`config.mk`:
```
export PLATFORM = sky130hd
export DESIGN_NAME = imem_fetch_responder_flat
export DESIGN_NICKNAME = d
export VERILOG_FILES = /design/src/rtl/imem_fetch_responder_if.sv /design/src/rtl/imem_fetch_responder.sv /design/src/flat_wrapper.sv
export SDC_FILE = /design/constraint.sdc
export NUM_CORES = 1
export LEC_CHECK = 0
export BUFFER_PORTS_ARGS = -buffer_cell sky130_fd_sc_hd__buf_4
export CAP_MARGIN = 20
export CORE_UTILIZATION = 27
export DETAILED_ROUTE_END_ITERATION = 8
export PLACE_DENSITY_LB_ADDON = 0.05
export SYNTH_ARGS = -nofsm -noshare
export SYNTH_HDL_FRONTEND = slang
export SYNTH_SLANG_ARGS = --single-unit
```
`constraint.sdc`:
```
create_clock -name clk -period 4.8 [get_ports clk]
set_clock_uncertainty 0.15 [all_clocks]
set_input_delay 0 -clock clk [delete_from_list [all_inputs] [get_ports clk]]
set_output_delay 0 -clock clk [all_outputs]
set_load 0.02 [all_outputs]
```
`src/rtl/imem_fetch_responder_if.sv`:
```
// Fetch request/response bus between the PC stage (master) and instruction memory (slave).
interface imem_fetch_responder_if #(
    parameter int unsigned ADDR_W = 5,
    parameter int unsigned DATA_W = 32
);
    logic              req_valid;
    logic              req_ready;
    logic [ADDR_W-1:0] req_addr;
    logic              resp_valid;
    logic              resp_ready;
    logic [DATA_W-1:0] resp_instr;
    logic [ADDR_W-1:0] resp_addr;

    modport master (
        output req_valid, req_addr, resp_ready,
        input  req_ready, resp_valid, resp_instr, resp_addr
    );

    modport slave (
        input  req_valid, req_addr, resp_ready,
        output req_ready, resp_valid, resp_instr, resp_addr
    );
endinterface

```
`src/rtl/imem_fetch_responder.sv`:
```
// Instruction-memory fetch responder: fixed-latency read, response held until accepted.
// Optional abort input 'flush' is enabled by defining IMEM_FLUSH_EN.
module imem_fetch_responder #(
    parameter int unsigned ADDR_W  = 5,
    parameter int unsigned DATA_W  = 32,
    parameter int unsigned LATENCY = 2
) (
    input  logic                clk,
    input  logic                rst_n,
    imem_fetch_responder_if.slave bus,
    input  logic                wr_en,
    input  logic [ADDR_W-1:0]   wr_addr,
    input  logic [DATA_W-1:0]   wr_data,
`ifdef IMEM_FLUSH_EN
    input  logic                flush,
`endif
    output logic                busy,
    output logic [7:0]          fetch_count
);

    localparam int unsigned Depth = 1 << ADDR_W;
    localparam logic [3:0] LatInit = 4'(LATENCY - 1);

    localparam logic [1:0] StIdle = 2'd0;
    localparam logic [1:0] StWait = 2'd1;
    localparam logic [1:0] StResp = 2'd2;

    logic [DATA_W-1:0] mem [Depth];

    logic [1:0]        state_q, state_d;
    logic [3:0]        cnt_q, cnt_d;
    logic [ADDR_W-1:0] addr_q, addr_d;
    logic [DATA_W-1:0] instr_q, instr_d;
    logic [ADDR_W-1:0] raddr_q, raddr_d;
    logic              rvalid_q, rvalid_d;
    logic [7:0]        count_q, count_d;
    logic              flush_w;

`ifdef IMEM_FLUSH_EN
    assign flush_w = flush;
`else
    assign flush_w = 1'b0;
`endif

    // Memory is not reset; a read on the same edge as a write sees the old word.
    always_ff @(posedge clk) begin
        if (wr_en) begin
            mem[wr_addr] <= wr_data;
        end
    end

    always_comb begin
        state_d  = state_q;
        cnt_d    = cnt_q;
        addr_d   = addr_q;
        instr_d  = instr_q;
        raddr_d  = raddr_q;
        rvalid_d = rvalid_q;
        count_d  = count_q;
        case (state_q)
            StIdle: begin
                if (!flush_w && bus.req_valid) begin
                    addr_d = bus.req_addr;
                    if (LATENCY == 1) begin
                        state_d  = StResp;
                        cnt_d    = 4'd0;
                        instr_d  = mem[bus.req_addr];
                        raddr_d  = bus.req_addr;
                        rvalid_d = 1'b1;
                    end else begin
                        state_d = StWait;
                        cnt_d   = LatInit;
                    end
                end
            end
            StWait: begin
                if (flush_w) begin
                    state_d = StIdle;
                    cnt_d   = 4'd0;
                end else if (cnt_q == 4'd0) begin
                    state_d  = StResp;
                    instr_d  = mem[addr_q];
                    raddr_d  = addr_q;
                    rvalid_d = 1'b1;
                end else begin
                    cnt_d = cnt_q - 4'd1;
                end
            end
            StResp: begin
                // A flush wins over a simultaneous handshake and is not counted.
                if (flush_w) begin
                    state_d  = StIdle;
                    rvalid_d = 1'b0;
                end else if (bus.resp_ready) begin
                    state_d  = StIdle;
                    rvalid_d = 1'b0;
                    count_d  = count_q + 8'd1;
                end
            end
            default: begin
                state_d  = StIdle;
                rvalid_d = 1'b0;
            end
        endcase
    end

    always_ff @(posedge clk or negedge rst_n) begin
        if (!rst_n) begin
            state_q  <= StIdle;
            cnt_q    <= 4'd0;
            addr_q   <= '0;
            instr_q  <= '0;
            raddr_q  <= '0;
            rvalid_q <= 1'b0;
            count_q  <= 8'd0;
        end else begin
            state_q  <= state_d;
            cnt_q    <= cnt_d;
            addr_q   <= addr_d;
            instr_q  <= instr_d;
            raddr_q  <= raddr_d;
            rvalid_q <= rvalid_d;
            count_q  <= count_d;
        end
    end

    assign bus.req_ready  = (state_q == StIdle);
    assign bus.resp_valid = rvalid_q;
    assign bus.resp_instr = instr_q;
    assign bus.resp_addr  = raddr_q;
    assign busy           = (state_q == StWait) || (state_q == StResp);
    assign fetch_count    = count_q;

endmodule

```
`src/flat_wrapper.sv`:
```
// flat-port wrapper written by rule: the top's interface ports become plain ports
module imem_fetch_responder_flat 
#(
    parameter int unsigned ADDR_W  = 5,
    parameter int unsigned DATA_W  = 32,
    parameter int unsigned LATENCY = 2
)
  (clk, rst_n, wr_en, wr_addr, wr_data, busy, fetch_count, bus_req_valid, bus_req_addr, bus_resp_ready, bus_req_ready, bus_resp_valid, bus_resp_instr, bus_resp_addr);
  imem_fetch_responder_if #(.ADDR_W(ADDR_W), .DATA_W(DATA_W)) bus_i ();
  input  logic clk;
  input  logic rst_n;
  input  logic wr_en;
  input  logic [ADDR_W-1:0] wr_addr;
  input  logic [DATA_W-1:0] wr_data;
  output logic busy;
  output logic [7:0] fetch_count;
  input wire logic [$bits(bus_i.req_valid)-1:0] bus_req_valid;
  input wire logic [$bits(bus_i.req_addr)-1:0] bus_req_addr;
  input wire logic [$bits(bus_i.resp_ready)-1:0] bus_resp_ready;
  output wire logic [$bits(bus_i.req_ready)-1:0] bus_req_ready;
  output wire logic [$bits(bus_i.resp_valid)-1:0] bus_resp_valid;
  output wire logic [$bits(bus_i.resp_instr)-1:0] bus_resp_instr;
  output wire logic [$bits(bus_i.resp_addr)-1:0] bus_resp_addr;
  assign bus_i.req_valid = bus_req_valid;
  assign bus_i.req_addr = bus_req_addr;
  assign bus_i.resp_ready = bus_resp_ready;
  assign bus_req_ready = bus_i.req_ready;
  assign bus_resp_valid = bus_i.resp_valid;
  assign bus_resp_instr = bus_i.resp_instr;
  assign bus_resp_addr = bus_i.resp_addr;
  imem_fetch_responder #(.ADDR_W(ADDR_W), .DATA_W(DATA_W), .LATENCY(LATENCY)) u_core (.clk(clk), .rst_n(rst_n), .bus(bus_i), .wr_en(wr_en), .wr_addr(wr_addr), .wr_data(wr_data), .busy(busy), .fetch_count(fetch_count));
endmodule
```
==> results of run 1 <==
[registers in the layout, indices dropped and copies added (netlist names)]
| register | cells |
|---|---|
| u_core.cnt_q | 4 |
| u_core.mem | 1024 |
| u_core.fetch_count | 8 |
| u_core.addr_q | 5 |
| u_core.bus.resp_addr | 5 |
| u_core.bus.resp_instr | 32 |
| u_core.bus.resp_valid | 1 |
| u_core.state_q | 2 |
[metal layers]
| metal | part of all wire (%) | global-route usage [%] | vias up |
|---|---|---|---|
| met5 | 0.032 | 0 | - |
| met4 | 1.7 | 4.176 | 6 |
| met3 | 4.4 | 3.064 | 141 |
| met2 | 49 | 27.35 | 479 |
| met1 | 45 | 22.61 | 11052 |
| li1 | - | - | 8270 |
[worst paths after layout]
check,from,endpoint,depth (start not counted)
setup / recovery,u_core.state_q[1]$_DFFE_PN0P_,u_core.bus.resp_instr[18]$_DFFE_PN0P_,7
hold / removal,wr_data[30],u_core.mem[13][30]$_DFFE_PP_,2
setup reg to reg,u_core.state_q[1]$_DFFE_PN0P_,u_core.bus.resp_instr[18]$_DFFE_PN0P_,7
hold reg to reg,u_core.fetch_count[7]$_DFFE_PN0P_,u_core.fetch_count[7]$_DFFE_PN0P_,1
max in group asynchronous,rst_n,u_core.bus.resp_instr[13]$_DFFE_PN0P_,6
min in group asynchronous,rst_n,u_core.bus.resp_addr[3]$_DFFE_PN0P_,4
[worst max-delay path: cells and delay by family (launching register included)]
kind            cells  cell delay [ns]
simple gates        3             1.64
compound gates      1             0.13
flops               1             0.38
buf+inv             2             0.47
fa+ha+maj           1             0.36
[through the flow]
stage | power (mW) | hold slack, ns | instances | util (%)
floorplan | 15.79 | -0.4456 | 1790 | -
global placement | 18.51 | -0.3608 | 3890 | 29.79
detailed placement | 18.52 | -0.3620 | 3891 | 29.81
CTS | 28.82 | 0.001270 | 4196 | 33.19
global route | 29.50 | 0.04195 | 4197 | 33.20
finish | 28.27 | 0.07538 | 4199 | 33.20
[final cells by class]
class                           count  share of cell area [%]
Sequential cell                  1081                   64.42
Clock inverter                     63                   1.475
Antenna cell                        2                 0.01002
Clock buffer                      176                   7.374
Multi-Input combinational cell    605                   17.31
Timing Repair Buffer              249                   4.312
Tap cell                         2016                   5.048
Inverter                            7                 0.05258
[kinds of logic after synthesis]
group / count (synthesis) / synth area share [%]
flip-flops: 1081 / 78.23
multiplexers: 311 / 15.70
AO/OA/AOI/OAI: 152 / 2.796
AND/OR/NAND/NOR: 129 / 1.509
buffers and inverters: 104 / 1.436
XOR/XNOR: 7 / 0.1491
adder cells (fa/ha/maj): 6 / 0.1825
[power breakdown]
group | leakage (nW) | total [mW] | internal (mW) | switching [mW]
Clock | 2.14 | 10.1 | 6.15 | 3.94
Sequential | 9.90 | 11.3 | 10.7 | 0.660
Combinational | 3.76 | 6.86 | 3.23 | 3.63
Total | 15.8 | 28.3 | 20.0 | 8.23
[synthesized netlist by cell type (12+ instances only)]
cell type / number / area, um^2
sky130_fd_sc_hd__mux2i_1: 29 / 290.3
sky130_fd_sc_hd__edfxtp_1: 1024 / 30750
sky130_fd_sc_hd__mux2_2: 14 / 157.7
sky130_fd_sc_hd__clkbuf_1: 31 / 116.4
sky130_fd_sc_hd__o221a_2: 19 / 214.0
sky130_fd_sc_hd__nand2_1: 20 / 75.07
sky130_fd_sc_hd__a22oi_1: 78 / 585.6
sky130_fd_sc_hd__buf_2: 33 / 165.2
sky130_fd_sc_hd__o21ai_1: 20 / 100.1
sky130_fd_sc_hd__dfrtp_1: 57 / 1426
sky130_fd_sc_hd__o22ai_1: 12 / 75.07
sky130_fd_sc_hd__nand3_1: 36 / 180.2
sky130_fd_sc_hd__mux4_2: 255 / 5743
sky130_fd_sc_hd__nor2_1: 45 / 168.9
sky130_fd_sc_hd__buf_4: 18 / 135.1
==> flow_results.xml, run 1 <==
<?xml version="1.0" encoding="UTF-8"?>
<metrics>
  <group name="critical_path">
    <metric name="timing.critical_path.required" unit="ns">5.28</metric>
    <metric name="worst-setup-path-type" unit="">reg2reg</metric>
    <metric name="category_of_the_worst_setup_path_capture_point" unit="">register</metric>
    <metric name="cp_slowest_stage_delay" unit="ns">0.93</metric>
    <metric name="timing.critical_path.cells" unit="">inv_1, ha_1, nand4bb_1, nor2_4, buf_4, nand3_1, o221a_2</metric>
    <metric name="data_arrival_time_of_the_critical_path" unit="ns">3.76</metric>
    <metric name="cp-start-kind" unit="">register</metric>
    <metric name="worst-path-max-fanout" unit="">16</metric>
    <metric name="rrSetupSlack" unit="ns">1.52</metric>
    <metric name="cp_slowest_cell" unit="">sky130_fd_sc_hd__nor2_4</metric>
  </group>
  <group name="die">
    <metric name="design.core.area" unit="mm^2">0.1505</metric>
    <metric name="die_height" unit="um">392.3</metric>
    <metric name="die_width" unit="um">392.3</metric>
    <metric name="floorplan.initialDensity" unit="%">27.33</metric>
    <metric name="row_count" unit="">142</metric>
    <metric name="num_io_pins" unit="">95</metric>
    <metric name="dieArea" unit="mm^2">0.1539</metric>
  </group>
  <group name="routing">
    <metric name="drt_pass1_iterations" unit="">5</metric>
    <metric name="drt_iter0_markers" unit="">1425</metric>
    <metric name="route.final.wire_length" unit="mm">126.6</metric>
    <metric name="dr_total_vias" unit="">19948</metric>
    <metric name="drt-vias-per-instance" unit="">4.751</metric>
    <metric name="final_antenna_net_count" unit="">0</metric>
    <metric name="routedWlPerCell" unit="um">30.14</metric>
    <metric name="drcViolationCount" unit="">0</metric>
  </group>
  <group name="min_path">
    <metric name="min_path_type" unit="">in2reg</metric>
  </group>
  <group name="sta">
    <metric name="max_freq" unit="GHz">0.3047</metric>
    <metric name="finalCriticalPeriod" unit="ns">3.281</metric>
    <metric name="final-hold-violation-count" unit="">0</metric>
    <metric name="timing.setup.tns" unit="ns">0</metric>
    <metric name="timing.final.crit_share" unit="%">68.36</metric>
    <metric name="max_slew_margin" unit="%">27.21</metric>
    <metric name="final-max-slew-violation-count" unit="">0</metric>
    <metric name="finalSetupViolations" unit="">0</metric>
    <metric name="rsz_0062_raised_after_global_routing" unit="">no</metric>
    <metric name="fin_ws" unit="ns">1.519</metric>
    <metric name="worst-slew-pin-transition" unit="ns">1.089</metric>
  </group>
  <group name="clock_network">
    <metric name="cts-hold-fix-buffers" unit="">66</metric>
    <metric name="number_of_h_tree_branching_levels" unit="">4</metric>
    <metric name="tritoncts_num_sinks" unit="">1081</metric>
    <metric name="cts.repair_timing.setup_buffer_count" unit="">0</metric>
    <metric name="tritoncts.num_buffers" unit="">132</metric>
    <metric name="post_cts_resized" unit="">0</metric>
    <metric name="clock_insertion_delay_worst_skew" unit="ns">0.76</metric>
    <metric name="clock_path_buffers" unit="">3</metric>
    <metric name="cts.reportedPaths.clkPinSlew" unit="ns">0.06</metric>
    <metric name="clockRootBuffer" unit="">sky130_fd_sc_hd__clkbuf_16</metric>
    <metric name="tritoncts" unit="">yes</metric>
  </group>
  <group name="grt">
    <metric name="antenna_found_initial" unit="">7</metric>
    <metric name="gr-usage-all-layers" unit="%">16.63</metric>
    <metric name="global_route.overflow_total" unit="">0</metric>
    <metric name="first_global_vias" unit="">21206</metric>
    <metric name="grt_first_pass_wirelength" unit="mm">173.9</metric>
    <metric name="pin_count_of_the_biggest_net_entering_global_routing" unit="">58</metric>
  </group>
  <group name="power_and_ir_drop">
    <metric name="static-leakage-power" unit="nW">15.80</metric>
    <metric name="ir_worst_vdd" unit="mV">0.3595</metric>
    <metric name="power.density" unit="mW/mm^2">565.7</metric>
  </group>
  <group name="synthesis">
    <metric name="post_synth_instance_area" unit="mm^2">0.04113</metric>
    <metric name="syn_nets" unit="">1843</metric>
    <metric name="number_of_enable_type_register_cells_in_the_synthesized_netlist" unit="">1024</metric>
    <metric name="postSynthCellCount" unit="">1790</metric>
    <metric name="postSynth.asyncResetShare" unit="%">5.273</metric>
    <metric name="synthesis.area_per_instance" unit="um^2">22.98</metric>
    <metric name="synthesis.yosys.warnings" unit="">0</metric>
    <metric name="post_synth_num_cell_types" unit="">43</metric>
    <metric name="post_synthesis_sequential_element_count" unit="">1081</metric>
    <metric name="dominantRegCellSynth" unit="">sky130_fd_sc_hd__edfxtp_1</metric>
    <metric name="synth.yosys.seq_area_share" unit="%">78.23</metric>
  </group>
  <group name="placement">
    <metric name="placement.setup.worst_slack" unit="ns">1.537</metric>
    <metric name="io_buffer_count" unit="">94</metric>
    <metric name="hpwlAfterDp" unit="mm">72.66</metric>
    <metric name="post_dp_cell_area" unit="mm^2">0.04486</metric>
    <metric name="place.gp.congestion" unit="">0.7057</metric>
  </group>
  <group name="layout">
    <metric name="final.fill_count" unit="">14208</metric>
    <metric name="nNetsFinal" unit="">2129</metric>
    <metric name="commonest_non_fill_non_tap_cells_in_the_layout" unit="">sky130_fd_sc_hd__edfxtp_1, sky130_fd_sc_hd__mux4_2, sky130_fd_sc_hd__buf_4</metric>
    <metric name="sequential_cell_area" unit="mm^2">0.03219</metric>
    <metric name="syn2layout_area_growth" unit="%">21.49</metric>
    <metric name="multiInputGateArea" unit="mm^2">0.008647</metric>
    <metric name="commonest_non_fill_non_tap_cell_in_the_layout" unit="">sky130_fd_sc_hd__edfxtp_1</metric>
    <metric name="post_route_cells_drive_above_1_share" unit="%">32.51</metric>
    <metric name="design_area" unit="mm^2">0.04997</metric>
  </group>
  <group name="flow_run">
    <metric name="maxCapViolCount" unit="">0</metric>
  </group>
  <group name="status">
    <metric name="run_status" unit="">completed</metric>
  </group>
</metrics>
Power figures use the tool's default switching activity.
==> inputs of run 2 (changes only) <==
Clock period 4.8 ns to 3.1 ns, I/O delays scaled along.
==> flow_results.xml, run 2 (synthesis results as in run 1) <==
<?xml version="1.0" encoding="UTF-8"?>
<metrics>
  <group name="routing">
    <metric name="final_antenna_net_count" unit="">0</metric>
    <metric name="dr_total_vias" unit="">19989</metric>
    <metric name="drt_iter0_markers" unit="">1446</metric>
    <metric name="route.final.wire_length" unit="mm">127.3</metric>
    <metric name="routedWlPerCell" unit="um">30.17</metric>
    <metric name="drt-vias-per-instance" unit="">4.738</metric>
    <metric name="drcViolationCount" unit="">0</metric>
    <metric name="drt_pass1_iterations" unit="">5</metric>
  </group>
  <group name="critical_path">
    <metric name="timing.critical_path.required" unit="ns">3.56</metric>
    <metric name="data_arrival_time_of_the_critical_path" unit="ns">3.13</metric>
    <metric name="worst-setup-path-type" unit="">reg2reg</metric>
    <metric name="cp-start-kind" unit="">register</metric>
    <metric name="category_of_the_worst_setup_path_capture_point" unit="">register</metric>
    <metric name="worst-path-max-fanout" unit="">28</metric>
  </group>
  <group name="sta">
    <metric name="timing.final.crit_share" unit="%">86.35</metric>
    <metric name="max_freq" unit="GHz">0.3736</metric>
    <metric name="worst-slew-pin-transition" unit="ns">0.9536</metric>
    <metric name="max_slew_margin" unit="%">36.25</metric>
    <metric name="rsz_0062_raised_after_global_routing" unit="">no</metric>
    <metric name="finalSetupViolations" unit="">0</metric>
    <metric name="timing.setup.tns" unit="ns">0</metric>
    <metric name="finalCriticalPeriod" unit="ns">2.677</metric>
    <metric name="final-max-slew-violation-count" unit="">0</metric>
    <metric name="final-hold-violation-count" unit="">0</metric>
  </group>
  <group name="layout">
    <metric name="commonest_non_fill_non_tap_cell_in_the_layout" unit="">sky130_fd_sc_hd__edfxtp_1</metric>
    <metric name="nNetsFinal" unit="">2149</metric>
    <metric name="post_route_cells_drive_above_1_share" unit="%">32.83</metric>
    <metric name="commonest_non_fill_non_tap_cells_in_the_layout" unit="">sky130_fd_sc_hd__edfxtp_1, sky130_fd_sc_hd__mux4_2, sky130_fd_sc_hd__buf_4</metric>
    <metric name="syn2layout_area_growth" unit="%">22.09</metric>
    <metric name="largest_reg_flops" unit="">1024</metric>
    <metric name="largest-register" unit="">u_core.mem</metric>
    <metric name="final.fill_count" unit="">14241</metric>
  </group>
  <group name="die">
    <metric name="num_io_pins" unit="">95</metric>
    <metric name="die_height" unit="um">392.3</metric>
    <metric name="dieArea" unit="mm^2">0.1539</metric>
    <metric name="design.core.area" unit="mm^2">0.1505</metric>
    <metric name="floorplan.initialDensity" unit="%">27.33</metric>
    <metric name="die_width" unit="um">392.3</metric>
    <metric name="row_count" unit="">142</metric>
  </group>
  <group name="status">
    <metric name="run_status" unit="">completed</metric>
  </group>
  <group name="placement">
    <metric name="hpwlAfterDp" unit="mm">71.84</metric>
    <metric name="place.gp.congestion" unit="">0.7124</metric>
    <metric name="io_buffer_count" unit="">94</metric>
  </group>
  <group name="grt">
    <metric name="gr-usage-all-layers" unit="%">16.79</metric>
    <metric name="grt_first_pass_wirelength" unit="mm">175.7</metric>
    <metric name="first_global_vias" unit="">21209</metric>
    <metric name="antenna_found_initial" unit="">7</metric>
    <metric name="global_route.overflow_total" unit="">0</metric>
    <metric name="pin_count_of_the_biggest_net_entering_global_routing" unit="">41</metric>
  </group>
  <group name="power_and_ir_drop">
    <metric name="share_clk_of_total_power" unit="%">33.5</metric>
    <metric name="pwr-share-comb" unit="%">26.2</metric>
    <metric name="switching_power" unit="mW">12.55</metric>
    <metric name="p_int" unit="mW">30.22</metric>
    <metric name="swShare" unit="%">29.33</metric>
    <metric name="power.density" unit="mW/mm^2">851.7</metric>
    <metric name="ir_worst_vdd" unit="mV">0.5710</metric>
    <metric name="seqPwrFrac" unit="%">40.3</metric>
    <metric name="totalPowerFinal" unit="mW">42.77</metric>
    <metric name="static-leakage-power" unit="nW">15.84</metric>
  </group>
  <group name="clock_network">
    <metric name="clockRootBuffer" unit="">sky130_fd_sc_hd__clkbuf_16</metric>
    <metric name="cts.repair_timing.setup_buffer_count" unit="">0</metric>
    <metric name="clock_insertion_delay_worst_skew" unit="ns">0.76</metric>
    <metric name="number_of_h_tree_branching_levels" unit="">4</metric>
    <metric name="tritoncts" unit="">yes</metric>
    <metric name="clock_path_buffers" unit="">3</metric>
    <metric name="tritoncts.num_buffers" unit="">130</metric>
    <metric name="post_cts_resized" unit="">0</metric>
    <metric name="tritoncts_num_sinks" unit="">1081</metric>
    <metric name="cts.reportedPaths.clkPinSlew" unit="ns">0.06</metric>
  </group>
  <group name="min_path">
    <metric name="min_path_type" unit="">in2reg</metric>
  </group>
  <group name="flow_run">
    <metric name="maxCapViolCount" unit="">0</metric>
  </group>
</metrics>
[run 2: changes by cell type in the layout (fill, tap and decap cells not counted), sizes merged, moves of 3 or more]
cell	delta
buf	+27
bufinv	-12
inv	+3
dlygate4sd3	-5
clkinv	-5
clkbuf	+14
[run 2: worst max-delay path, cell delays in order (launching register included)]
cell	delay, ns
sky130_fd_sc_hd__dfrtp_4	0.72
sky130_fd_sc_hd__buf_12	0.31
sky130_fd_sc_hd__mux4_2	0.55
sky130_fd_sc_hd__mux2_2	0.28
sky130_fd_sc_hd__o22ai_1	0.38
sky130_fd_sc_hd__nor2_1	0.10
[run 2: timing repair]
| action | CTS | global route |
|---|---|---|
| hold endpoints to repair | 1245 | 0 |
| hold buffers | 62 | 0 |
| endpoints found under the setup margin | 0 | 0 |
[run 2: power by group through the flow]
stage	registers [mW]	clock network, mW	logic, mW
3_3_place_gp	17.5	0	11.4
2_1_floorplan	17.3	0	7.12
4_1_cts	17.3	14.8	11.6
5_1_grt	17.3	15.4	12.1
3_5_place_dp	17.6	0	11.4
6_report	17.2	14.3	11.2
[run 2: cell type report]
type	instances	area (um^2)	area share, %
Sequential cell	1081	32190	64.10
Multi-Input combinational cell	605	8647	17.22
Clock buffer	190	3623	7.216
Timing Repair Buffer	271	2833	5.641
Tap cell	2016	2522	5.023
Clock inverter	48	371.6	0.7400
Inverter	7	26.28	0.05232
Antenna cell	1	2.502	0.004983
[run 2: final timing paths]
check | slack, ns | cells past startpoint | startpoint | endpoint
min | 0.06 | 2 | wr_data[15] | u_core.mem[23][15]$_DFFE_PP_
max in group asynchronous | 2.28 | 4 | rst_n | u_core.bus.resp_instr[23]$_DFFE_PN0P_
min in group asynchronous | 0.24 | 4 | rst_n | u_core.bus.resp_instr[1]$_DFFE_PN0P_
min reg2reg | 0.33 | 1 | u_core.fetch_count[7]$_DFFE_PN0P_ | u_core.fetch_count[7]$_DFFE_PN0P_
max reg2reg | 0.42 | 5 | u_core.addr_q[0]$_DFFE_PN0P_ | u_core.bus.resp_instr[22]$_DFFE_PN0P_
max | 0.42 | 5 | u_core.addr_q[0]$_DFFE_PN0P_ | u_core.bus.resp_instr[22]$_DFFE_PN0P_
[run 2: per-layer routing]
metal | vias up | global-route usage (%) | share of wire, %
met4 | 4 | 3.984 | 1.7
met2 | 495 | 27.10 | 48
met5 | - | 0 | 0.024
met3 | 155 | 3.127 | 4.5
li1 | 8312 | - | -
met1 | 11023 | 23.35 | 46
[run 2: per-stage QoR]
stage          worst slack [ns]  instance area [um^2]  instances  hold slack, ns  utilization [%]
5_1_grt                  0.3396                 50210       4218         0.02974            33.37
2_1_floorplan            0.5159                 41130       1790         -0.4456                -
4_1_cts                  0.4183                 50210       4218        0.005373            33.37
3_3_place_gp             0.4288                 45580       3918        -0.04632            30.29
3_5_place_dp             0.4411                 45580       3918        -0.04098            30.29
6_report                 0.4230                 50220       4219         0.06299            33.37
